$ cat src/rtl/msx_arb_pkg.sv
// msx_arb_pkg: shared arbiter state and grant encodings plus a saturating counter helper
package msx_arb_pkg;
  typedef enum logic [1:0] {S_IDLE, S_CPU_ACC, S_LD_ACC, S_CPU_HOLD} arb_state_e;
  typedef enum logic [1:0] {GNT_NONE, GNT_CPU, GNT_LD} arb_gnt_e;
  function automatic logic [3:0] sat_inc(input logic [3:0] v, input logic [3:0] lim);
    return (v >= lim) ? lim : v + 4'd1;
  endfunction
endpackage

$ cat src/rtl/arb_ld_buffer.sv
// arb_ld_buffer: one-entry loader holding register with overflow flag and consume-and-refill
module arb_ld_buffer #(
  parameter int unsigned ADDR_W = 25
) (
  input  logic              clk,
  input  logic              reset,
  input  logic              ld_wr,
  input  logic [ADDR_W-1:0] ld_addr,
  input  logic [7:0]        ld_din,
  input  logic              consume,
  output logic              full,
  output logic [ADDR_W-1:0] buf_addr,
  output logic [7:0]        buf_din,
  output logic              ovf
);
  logic              full_q, full_d, ovf_q, ovf_d, accept;
  logic [ADDR_W-1:0] addr_q, addr_d;
  logic [7:0]        din_q, din_d;
  always_comb begin
    accept = ld_wr & (~full_q | consume);
    full_d = accept | (full_q & ~consume);
    ovf_d  = ovf_q | (ld_wr & full_q & ~consume);
    addr_d = accept ? ld_addr : addr_q;
    din_d  = accept ? ld_din : din_q;
  end
  always_ff @(posedge clk) begin
    if (reset) begin
      full_q <= 1'b0;
      ovf_q  <= 1'b0;
      addr_q <= '0;
      din_q  <= '0;
    end else begin
      full_q <= full_d;
      ovf_q  <= ovf_d;
      addr_q <= addr_d;
      din_q  <= din_d;
    end
  end
  assign full     = full_q;
  assign ovf      = ovf_q;
  assign buf_addr = addr_q;
  assign buf_din  = din_q;
endmodule

$ cat src/rtl/cart_mem_arbiter.sv
// cart_mem_arbiter: shares the cartridge memory port between the Z80 slot path and the ioctl loader
module cart_mem_arbiter
  import msx_arb_pkg::*;
#(
  parameter int unsigned ADDR_W      = 25,
  parameter int unsigned LOADER_PRIO = 1,
  parameter int unsigned MAX_CONSEC  = 4,
  parameter int unsigned TIMEOUT     = 255
) (
  input  logic              clk,
  input  logic              reset,
  input  logic              cpu_req,
  input  logic              cpu_we,
  input  logic [ADDR_W-1:0] cpu_addr,
  input  logic [7:0]        cpu_din,
  output logic [7:0]        cpu_dout,
  output logic              cpu_wait_n,
  input  logic              ld_wr,
  input  logic [ADDR_W-1:0] ld_addr,
  input  logic [7:0]        ld_din,
  output logic              ld_wait,
  output logic              ld_ovf,
  output logic              to_err,
  output logic              mem_req,
  output logic              mem_we,
  output logic [ADDR_W-1:0] mem_addr,
  output logic [7:0]        mem_din,
  input  logic              mem_ack,
  input  logic [7:0]        mem_dout
);
  arb_state_e        state_q, state_d;
  arb_gnt_e          gnt;
  logic              rise, cpu_go, starve, in_acc, expire, done, cpu_done, ld_done;
  logic              cpu_req_q, cpu_pend_q, cpu_pend_d, cpu_we_q, cpu_we_d;
  logic [ADDR_W-1:0] cpu_addr_q, cpu_addr_d;
  logic [7:0]        cpu_din_q, cpu_din_d, cpu_dout_q, cpu_dout_d;
  logic              mem_req_q, mem_req_d, mem_we_q, mem_we_d;
  logic [ADDR_W-1:0] mem_addr_q, mem_addr_d;
  logic [7:0]        mem_din_q, mem_din_d;
  logic              to_err_q, to_err_d;
  logic [3:0]        consec_q, consec_d;
  logic [7:0]        timer_q, timer_d;
  logic              ld_full;
  logic [ADDR_W-1:0] ld_buf_addr;
  logic [7:0]        ld_buf_din;
  arb_ld_buffer #(.ADDR_W(ADDR_W)) u_ld_buf (
    .clk      (clk),
    .reset    (reset),
    .ld_wr    (ld_wr),
    .ld_addr  (ld_addr),
    .ld_din   (ld_din),
    .consume  (ld_done),
    .full     (ld_full),
    .buf_addr (ld_buf_addr),
    .buf_din  (ld_buf_din),
    .ovf      (ld_ovf)
  );
  always_comb begin
    rise       = cpu_req & ~cpu_req_q;
    cpu_go     = cpu_pend_q & cpu_req;
    starve     = cpu_go & (consec_q == 4'(MAX_CONSEC));
    gnt        = (ld_full & ((LOADER_PRIO != 0) | ~cpu_go) & ~starve) ? GNT_LD : cpu_go ? GNT_CPU : GNT_NONE;
    in_acc     = (state_q == S_CPU_ACC) | (state_q == S_LD_ACC);
    expire     = in_acc & ~mem_ack & (timer_q == 8'(TIMEOUT));
    done       = in_acc & (mem_ack | expire);
    cpu_done   = done & (state_q == S_CPU_ACC);
    ld_done    = done & (state_q == S_LD_ACC);
    cpu_pend_d = rise | (cpu_pend_q & ~cpu_done & (cpu_req | (state_q == S_CPU_ACC)));
    cpu_we_d   = rise ? cpu_we : cpu_we_q;
    cpu_addr_d = rise ? cpu_addr : cpu_addr_q;
    cpu_din_d  = rise ? cpu_din : cpu_din_q;
    cpu_dout_d = (cpu_done & cpu_req & ~mem_we_q) ? (expire ? 8'hFF : mem_dout) : cpu_dout_q;
    timer_d    = (in_acc & ~done) ? timer_q + 8'd1 : 8'd0;
    to_err_d   = to_err_q | expire;
    consec_d   = cpu_done ? 4'd0 : ld_done ? (cpu_pend_q ? sat_inc(consec_q, 4'(MAX_CONSEC)) : 4'd0) : consec_q;
    mem_req_d  = mem_req_q & ~done;
    mem_we_d   = mem_we_q;
    mem_addr_d = mem_addr_q;
    mem_din_d  = mem_din_q;
    state_d    = state_q;
    if ((state_q == S_IDLE) && (gnt != GNT_NONE)) begin
      state_d    = (gnt == GNT_CPU) ? S_CPU_ACC : S_LD_ACC;
      mem_req_d  = 1'b1;
      mem_we_d   = (gnt == GNT_CPU) ? cpu_we_q : 1'b1;
      mem_addr_d = (gnt == GNT_CPU) ? cpu_addr_q : ld_buf_addr;
      mem_din_d  = (gnt == GNT_CPU) ? cpu_din_q : ld_buf_din;
    end
    if (cpu_done) state_d = cpu_req ? S_CPU_HOLD : S_IDLE;
    if (ld_done) state_d = S_IDLE;
    if ((state_q == S_CPU_HOLD) && !cpu_req) state_d = S_IDLE;
  end
  always_ff @(posedge clk) begin
    if (reset) begin
      state_q    <= S_IDLE;
      cpu_req_q  <= 1'b0;
      cpu_pend_q <= 1'b0;
      cpu_we_q   <= 1'b0;
      cpu_addr_q <= '0;
      cpu_din_q  <= '0;
      cpu_dout_q <= 8'hFF;
      mem_req_q  <= 1'b0;
      mem_we_q   <= 1'b0;
      mem_addr_q <= '0;
      mem_din_q  <= '0;
      to_err_q   <= 1'b0;
      consec_q   <= '0;
      timer_q    <= '0;
    end else begin
      state_q    <= state_d;
      cpu_req_q  <= cpu_req;
      cpu_pend_q <= cpu_pend_d;
      cpu_we_q   <= cpu_we_d;
      cpu_addr_q <= cpu_addr_d;
      cpu_din_q  <= cpu_din_d;
      cpu_dout_q <= cpu_dout_d;
      mem_req_q  <= mem_req_d;
      mem_we_q   <= mem_we_d;
      mem_addr_q <= mem_addr_d;
      mem_din_q  <= mem_din_d;
      to_err_q   <= to_err_d;
      consec_q   <= consec_d;
      timer_q    <= timer_d;
    end
  end
  assign cpu_wait_n = reset | ~(cpu_req & (cpu_pend_q | (state_q == S_CPU_ACC) | ~cpu_req_q));
  assign cpu_dout   = cpu_dout_q;
  assign ld_wait    = ld_full;
  assign to_err     = to_err_q;
  assign mem_req    = mem_req_q;
  assign mem_we     = mem_we_q;
  assign mem_addr   = mem_addr_q;
  assign mem_din    = mem_din_q;
endmodule

$ cat config.mk
export PLATFORM = sky130hd
export DESIGN_NAME = cart_mem_arbiter
export DESIGN_NICKNAME = d
export VERILOG_FILES = /design/src/rtl/msx_arb_pkg.sv /design/src/rtl/arb_ld_buffer.sv /design/src/rtl/cart_mem_arbiter.sv
export SDC_FILE = /design/constraint.sdc
export NUM_CORES = 1
export LEC_CHECK = 0
export CAP_MARGIN = 40
export CELL_PAD_IN_SITES_DETAIL_PLACEMENT = 1
export CELL_PAD_IN_SITES_GLOBAL_PLACEMENT = 1
export CORE_MARGIN = 2
export CORE_UTILIZATION = 35
export DETAILED_ROUTE_END_ITERATION = 10
export PLACE_DENSITY = 0.83
export SYNTH_ARGS = -nofsm -noshare
export SYNTH_HDL_FRONTEND = slang
export SYNTH_HIERARCHICAL = 1
export SYNTH_SLANG_ARGS = --single-unit
$ cat constraint.sdc
create_clock -name clk -period 2.9 [get_ports clk]
set_clock_uncertainty 0.2 [all_clocks]
set_input_delay 0.29 -clock clk [delete_from_list [all_inputs] [get_ports clk]]
set_output_delay 0.29 -clock clk [all_outputs]
set_load 0.05 [all_outputs]
=== Word level (Yosys, flattened, before mapping) ===
Index checks and enable logic that the tools add are counted.

* Memories kept: 0
* Latch bits: 0
* Output and inout port bits: 47
* Bits in read-only memories: 0
* Register bits: 129
* Memory bits (writable): 0
* Bits of input ports: 80
* Word-level logic and storage cells: 90

* Bitwise gates (word level): 41
* Equal/unequal tests: 6
* Muxes and demuxes: 13
* Shift operators: 0
* $add $sub $neg: 2
* Order comparisons: 1
* Divide/modulo/power cells: 0
* Multipliers: 0
* Reductions and logical operators: 9

{| class="wikitable"
|+ Operators with widths
! operator !! number
|-
| two-way mux 25 bit || 1
|-
| bitwise AND 1 bit || 20
|-
| two-way mux 8 bit || 2
|-
| bitwise OR 1 bit || 11
|-
| two-way mux 2 bit || 5
|-
| inverter 1 bit || 10
|-
| adder 8 x 1 -> 8 bit (second input constant) || 1
|-
| == test 8 bit (second input constant) || 1
|-
| two-way mux 4 bit || 2
|-
| adder 4 x 1 -> 4 bit (second input constant) || 1
|-
| == test 2 x 1 -> 1 bit (second input constant) || 2
|-
| == test 2 bit (second input constant) || 2
|-
| == test 4 x 3 -> 1 bit (second input constant) || 1
|-
| greater-or-equal comparator 4 x 3 -> 1 bit (second input constant) || 1
|-
| nonzero test 2 bit || 2
|-
| OR reduction 2 bit || 2
|-
| two-way mux 1 bit || 3
|-
| OR reduction 3 bit || 1
|-
| logical AND 1 bit || 2
|-
| zero test 2 bit || 1
|-
| zero test 1 bit || 1
|}

=== Longest topological paths before layout ===
* Word-level depth: 11
* Mapped depth: 11
* Depth with buffers taken out: 9

=== Hierarchy ===
The synthesis kept the hierarchy.

{| class="wikitable"
|+ Modules (own cells, without submodules)
! module !! area an instance (sq um) !! times used !! sequential area each (sq um) !! cells an instance
|-
| cart_mem_arbiter || 3972.6 || 1 || 1881.8 || 426
|-
| arb_ld_buffer || 1581.5 || 1 || 700.7 || 151
|}

=== Worst setup path after synthesis ===
No wires, ideal clock.

* Path kind: reg-to-reg
* From: register state_q[0]
* To: register u_ld_buf.addr_q[0], in the netlist u_ld_buf/buf_addr[0]
* Cell stages (with the launch flop): 12
* Clock period less this slack: 2230 ps
* Library setup time: 72 ps
* Arrival: 1959 ps
* Data required time: 2628 ps
* Path buffers: 2
* Setup slack: 670 ps
* Cell sequence: dfxtp_1 -> inv_1 -> ha_1 -> and4_1 -> a22o_1 -> nand2_1 -> inv_1 -> nor2b_4 -> nor2b_2 -> buf_6 -> buf_12 -> mux2i_1

* Word-level cells in the longest chain between the ends: 9
* Elaborated cells on any way between the ends: 10
* Classes of those cells: eq/ne (2); bitwise (8)

{| class="wikitable"
|+ Ends and longest elaborated chain
! item !! RTL line !! RTL
|-
| start, declared || cart_mem_arbiter.sv:31 || <nowiki>arb_state_e state_q, state_d;</nowiki>
|-
| start signal, assigned || cart_mem_arbiter.sv:109 || <nowiki>state_q <= state_d;</nowiki>
|-
| == test 2 x 1 -> 1 bit / == test 2 bit (equally long branches) || cart_mem_arbiter.sv:63, cart_mem_arbiter.sv:67 ||
|-
| bitwise OR 1 bit || cart_mem_arbiter.sv:63 || <nowiki>in_acc = (state_q == S_CPU_ACC) | (state_q == S_LD_ACC);</nowiki>
|-
| bitwise AND 1 bit (2 in a row) || cart_mem_arbiter.sv:64 || <nowiki>expire = in_acc & ~mem_ack & (timer_q == 8'(TIMEOUT));</nowiki>
|-
| bitwise OR 1 bit || cart_mem_arbiter.sv:65 || <nowiki>done = in_acc & (mem_ack | expire);</nowiki>
|-
| bitwise AND 1 bit || cart_mem_arbiter.sv:65 ||
|-
| bitwise AND 1 bit (*) || cart_mem_arbiter.sv:67 || <nowiki>ld_done = done & (state_q == S_LD_ACC);</nowiki>
|-
| named net ld_done || cart_mem_arbiter.sv:33 || <nowiki>logic rise, cpu_go, starve, in_acc, expire, done, cpu_done, ld_done;</nowiki>
|-
| bitwise OR 1 bit (*) || arb_ld_buffer.sv:20 || <nowiki>accept = ld_wr & (~full_q | consume);</nowiki>
|-
| bitwise AND 1 bit (*) || arb_ld_buffer.sv:20 ||
|-
| end signal, assigned || arb_ld_buffer.sv:35 || <nowiki>addr_q <= addr_d;</nowiki>
|-
| end, declared || arb_ld_buffer.sv:17 || <nowiki>logic [ADDR_W-1:0] addr_q, addr_d;</nowiki>
|}

Mark *: on every way through the listed nets, which the timed path passes. The rest lies on a longest branch.
A chain may end at the register's enable or synchronous reset.

=== Final worst setup path ===
* From: register state_q[0]
* To: register u_ld_buf.addr_q[2], in the netlist u_ld_buf/buf_addr[2]

The elaborated chain is that of the path after synthesis.

==> metrics.log <==
[metrics] Critical Path RT: 3040 ps
[metrics] level count of the clock H-tree: 4
[metrics] Arr. time, crit path: 2740 ps
[metrics] Top Ports: 127
[metrics] path class of the lowest-slack min-delay path: in -> reg
[metrics] number of standard cells in the final layout excluding fillers: 916
[metrics] initial antenna violation count: 0
[metrics] total clock sinks: 129
[metrics] ratio of cells with drive above 1 in the final layout: 0.107
[metrics] Setup-failing EPs final: 0
[metrics] Total Power Consumption: 4.92 mW
[metrics] Main synth FF type: dfxtp_1
[metrics] number of nets with antenna violations after routing: 0
[metrics] top cells by area in the synthesized netlist: dfxtp_1 (46%), mux2i_1 (12%), nand2b_1 (7.7%), a211oi_2 (6.5%), nand2_1 (5.1%)
[metrics] Yosys warnings: 6
[metrics] count of buffers inserted at the top-level ports: 126
[metrics] mapped cell area: 5550 sq um
[metrics] classification of the worst setup path: reg -> reg
[metrics] clock buffers created by TritonCTS: 17
[metrics] number of nets in the layout: 776
[metrics] Die Wd: 130 um
[metrics] Site Rows: 46
[metrics] via-per-instance ratio: 4.81
[metrics] count of final hold-check violations: 0
[metrics] Unique masters post-synth: 47
[metrics] total global routing track utilization: 0.184
[metrics] initial standard-cell utilization of the core: 0.353
[metrics] final worst slack: 291 ps
[metrics] TritonCTS clock tree: done
[metrics] worst hold path startpoint: reset
[metrics] Final Cycle Share: 0.900
[metrics] power density over the cells: 651 nW/um^2
[metrics] number of antenna repair diodes: 0
[metrics] worst vdd rail ir drop: 0.432 mV
[metrics] # placed instances: 886
[metrics] deepest clock path buffer count: 2
[metrics] wire length of the first global-routing pass: 24.1 mm
[metrics] DIE HEIGHT: 130 um
[metrics] asr flop ratio synth: 0
[metrics] largest net degree at the start of global routing: 89
[metrics] detailed-route via count: 4405
[metrics] endpoint kind of the worst setup timing path: flip-flop
[metrics] number of synthesized flops with an enable pin: 0
[metrics] fraction of the yosys area taken by sequential cells: 0.465
[metrics] average footprint of a synthesized cell: 9.63 sq um
[metrics] total iterations of the first detailed-routing run: 4
[metrics] post-CTS clock slew at the launch and capture registers of the worst setup and hold paths: 60 ps
[metrics] origin of the worst setup path: state_q[0]
[metrics] routed wire length: 15.1 mm
[metrics] number of inserted filler cells in the final layout: 1738
[metrics] most common library cell in the layout ignoring fill and taps: dfxtp_1
[metrics] Overflow after GRT: 0
[metrics] cell at the root of the clock tree: clkbuf_16
[metrics] Static Leak: 2.72 nW
[metrics] source-to-sink clock delay at the later pin of the worst-skew pair: 410 ps
[metrics] number of storage elements in the synthesis netlist: 129
[metrics] Critical Path Source Type: flip-flop
[metrics] vias in the first global route: 4830
[metrics] area of the placeable core: 15700 sq um
[metrics] DRC violations left: 0
[metrics] final count of pins violating max slew: 0
[metrics] buffers inserted by post-CTS timing repair: 0
[metrics] weighted congestion at the end of routability-driven global placement: 0.785
[metrics] hold buffer count at CTS: 0
[metrics] maximum net fanout on the critical path: 33
[metrics] Max-Slew Margin vs Limit: 0.552
[metrics] synthesis-to-layout area growth: 35.9%
[metrics] min Tclk post-route: 2610 ps
[metrics] final routed wire length divided by cell count: 16.5 um
[metrics] die outline area: 16900 sq um
[metrics] cell type contributing the most total cell area after synthesis: dfxtp_1
[metrics] unrepaired setup endpoints after global routing: no
[metrics] drt first-iter violations: 156
[metrics] Post-Layout Inst Area: 7550 sq um
[metrics] outcome: complete, no violations
[metrics] commonest cells after routing, fill and taps aside: dfxtp_1 (129), clkdlybuf4s50_1 (124), nand2_1 (75), nand2b_1 (67), mux2i_1 (66)
[metrics] transition time of the tightest slew-check pin: 668 ps
[metrics] Placed Area: 6970 sq um
[metrics] worst setup timing slack at the placement stage: 302 ps
[metrics] post_cts resized: 0
[metrics] fmax: 383 MHz
[metrics] Syn Nets: 664
[metrics] DPL Wire Length: 10.3 mm
[metrics] fraction of synthesized cell area taken by the top area cell type: 0.465
[metrics] setup total negative slack: 0 ps
[metrics] Crit Reg-Reg Startpoint: state_q[0]
[metrics] cell count after synthesis: 577
[metrics] # Max-Cap Violations: 0
[cells by family after synthesis]
family          Yosys count  share of synthesized area
simple gates            217                      0.190
flops                   129                      0.465
compound gates          101                      0.147
mux                      66                      0.119
buf+inv                  51                     0.0532
fa+ha+maj                 7                     0.0158
xor+xnor                  6                    0.00946
[routing by layer]
| metal | global-route usage | wire [um] |
|---|---|---|
| met1 | 0.204 | 6280 |
| met2 | 0.338 | 8140 |
| met3 | 0.0402 | 457 |
| met4 | 0.0816 | 194 |
| met5 | 0 | 0 |
[layout make-up]
cell class                      instances  area (sq um)  area share
Multi-Input combinational cell        397          2700       0.358
Inverter                               11          41.3     0.00547
Clock inverter                          5          50.0     0.00663
Timing Repair Buffer                  133          1380       0.183
Clock buffer                           25           526      0.0696
Sequential cell                       129          2580       0.342
Tap cell                              216           270      0.0358
[power by group]
group          switching (mW)  total, mW  leakage [nW]  internal (mW)
Clock                   0.737       2.06         0.291           1.32
Sequential             0.0744       1.97          1.06           1.89
Combinational           0.519      0.887          1.37          0.368
[worst max-delay path, cell delays in order (launching register included)]
cell and delay, ps:
dfxtp_1 390, inv_1 80, ha_1 370, and4_1 220
a22o_1 290, nand2_1 150, inv_1 120, nor2b_4 60
nor2b_4 120, buf_12 270, mux2i_1 240
[cell usage after synthesis, types with 2 or more instances]
cell      instances
a211oi_2         29
a211oi_1          4
xnor2_1           3
mux2i_1          66
nand3_1           3
xor2_1            3
nand2b_1         68
nand4b_1          2
nor2b_1           2
o22a_1            8
o21ai_0           4
and3_1            3
buf_12            3
nor2_1           52
buf_2             8
buf_8             3
a21oi_1          42
ha_1              7
and4_1            2
a21o_1            2
nand4_1           3
dfxtp_1         129
inv_1            11
nand2_1          75
clkbuf_1         23
[worst paths after layout]
path / to / slack, ps / cells past startpoint
max reg2reg: u_ld_buf/buf_addr[2] / 290 / 10
min: to_err / 160 / 2
min reg2reg: cpu_addr_q[12] / 260 / 2
max: u_ld_buf/buf_addr[2] / 290 / 10
[registers in the layout, summed over array words and instances (netlist names), 2 cells and up]
name / flops
cpu_dout: 8
cpu_din_q: 8
timer_q: 8
u_ld_buf/buf_din: 8
cpu_addr_q: 25
u_ld_buf/buf_addr: 25
mem_din: 8
consec_q: 4
state_q: 2
mem_addr: 25
[metrics by stage]
stage / utilization / hold slack, ps
global route: 0.480 / 191
finish: 0.480 / 158
CTS: 0.480 / 156
detailed placement: 0.444 / 252
floorplan: - / 209
global placement: 0.442 / 241
Note: power is estimated with default switching activity, not from simulation.
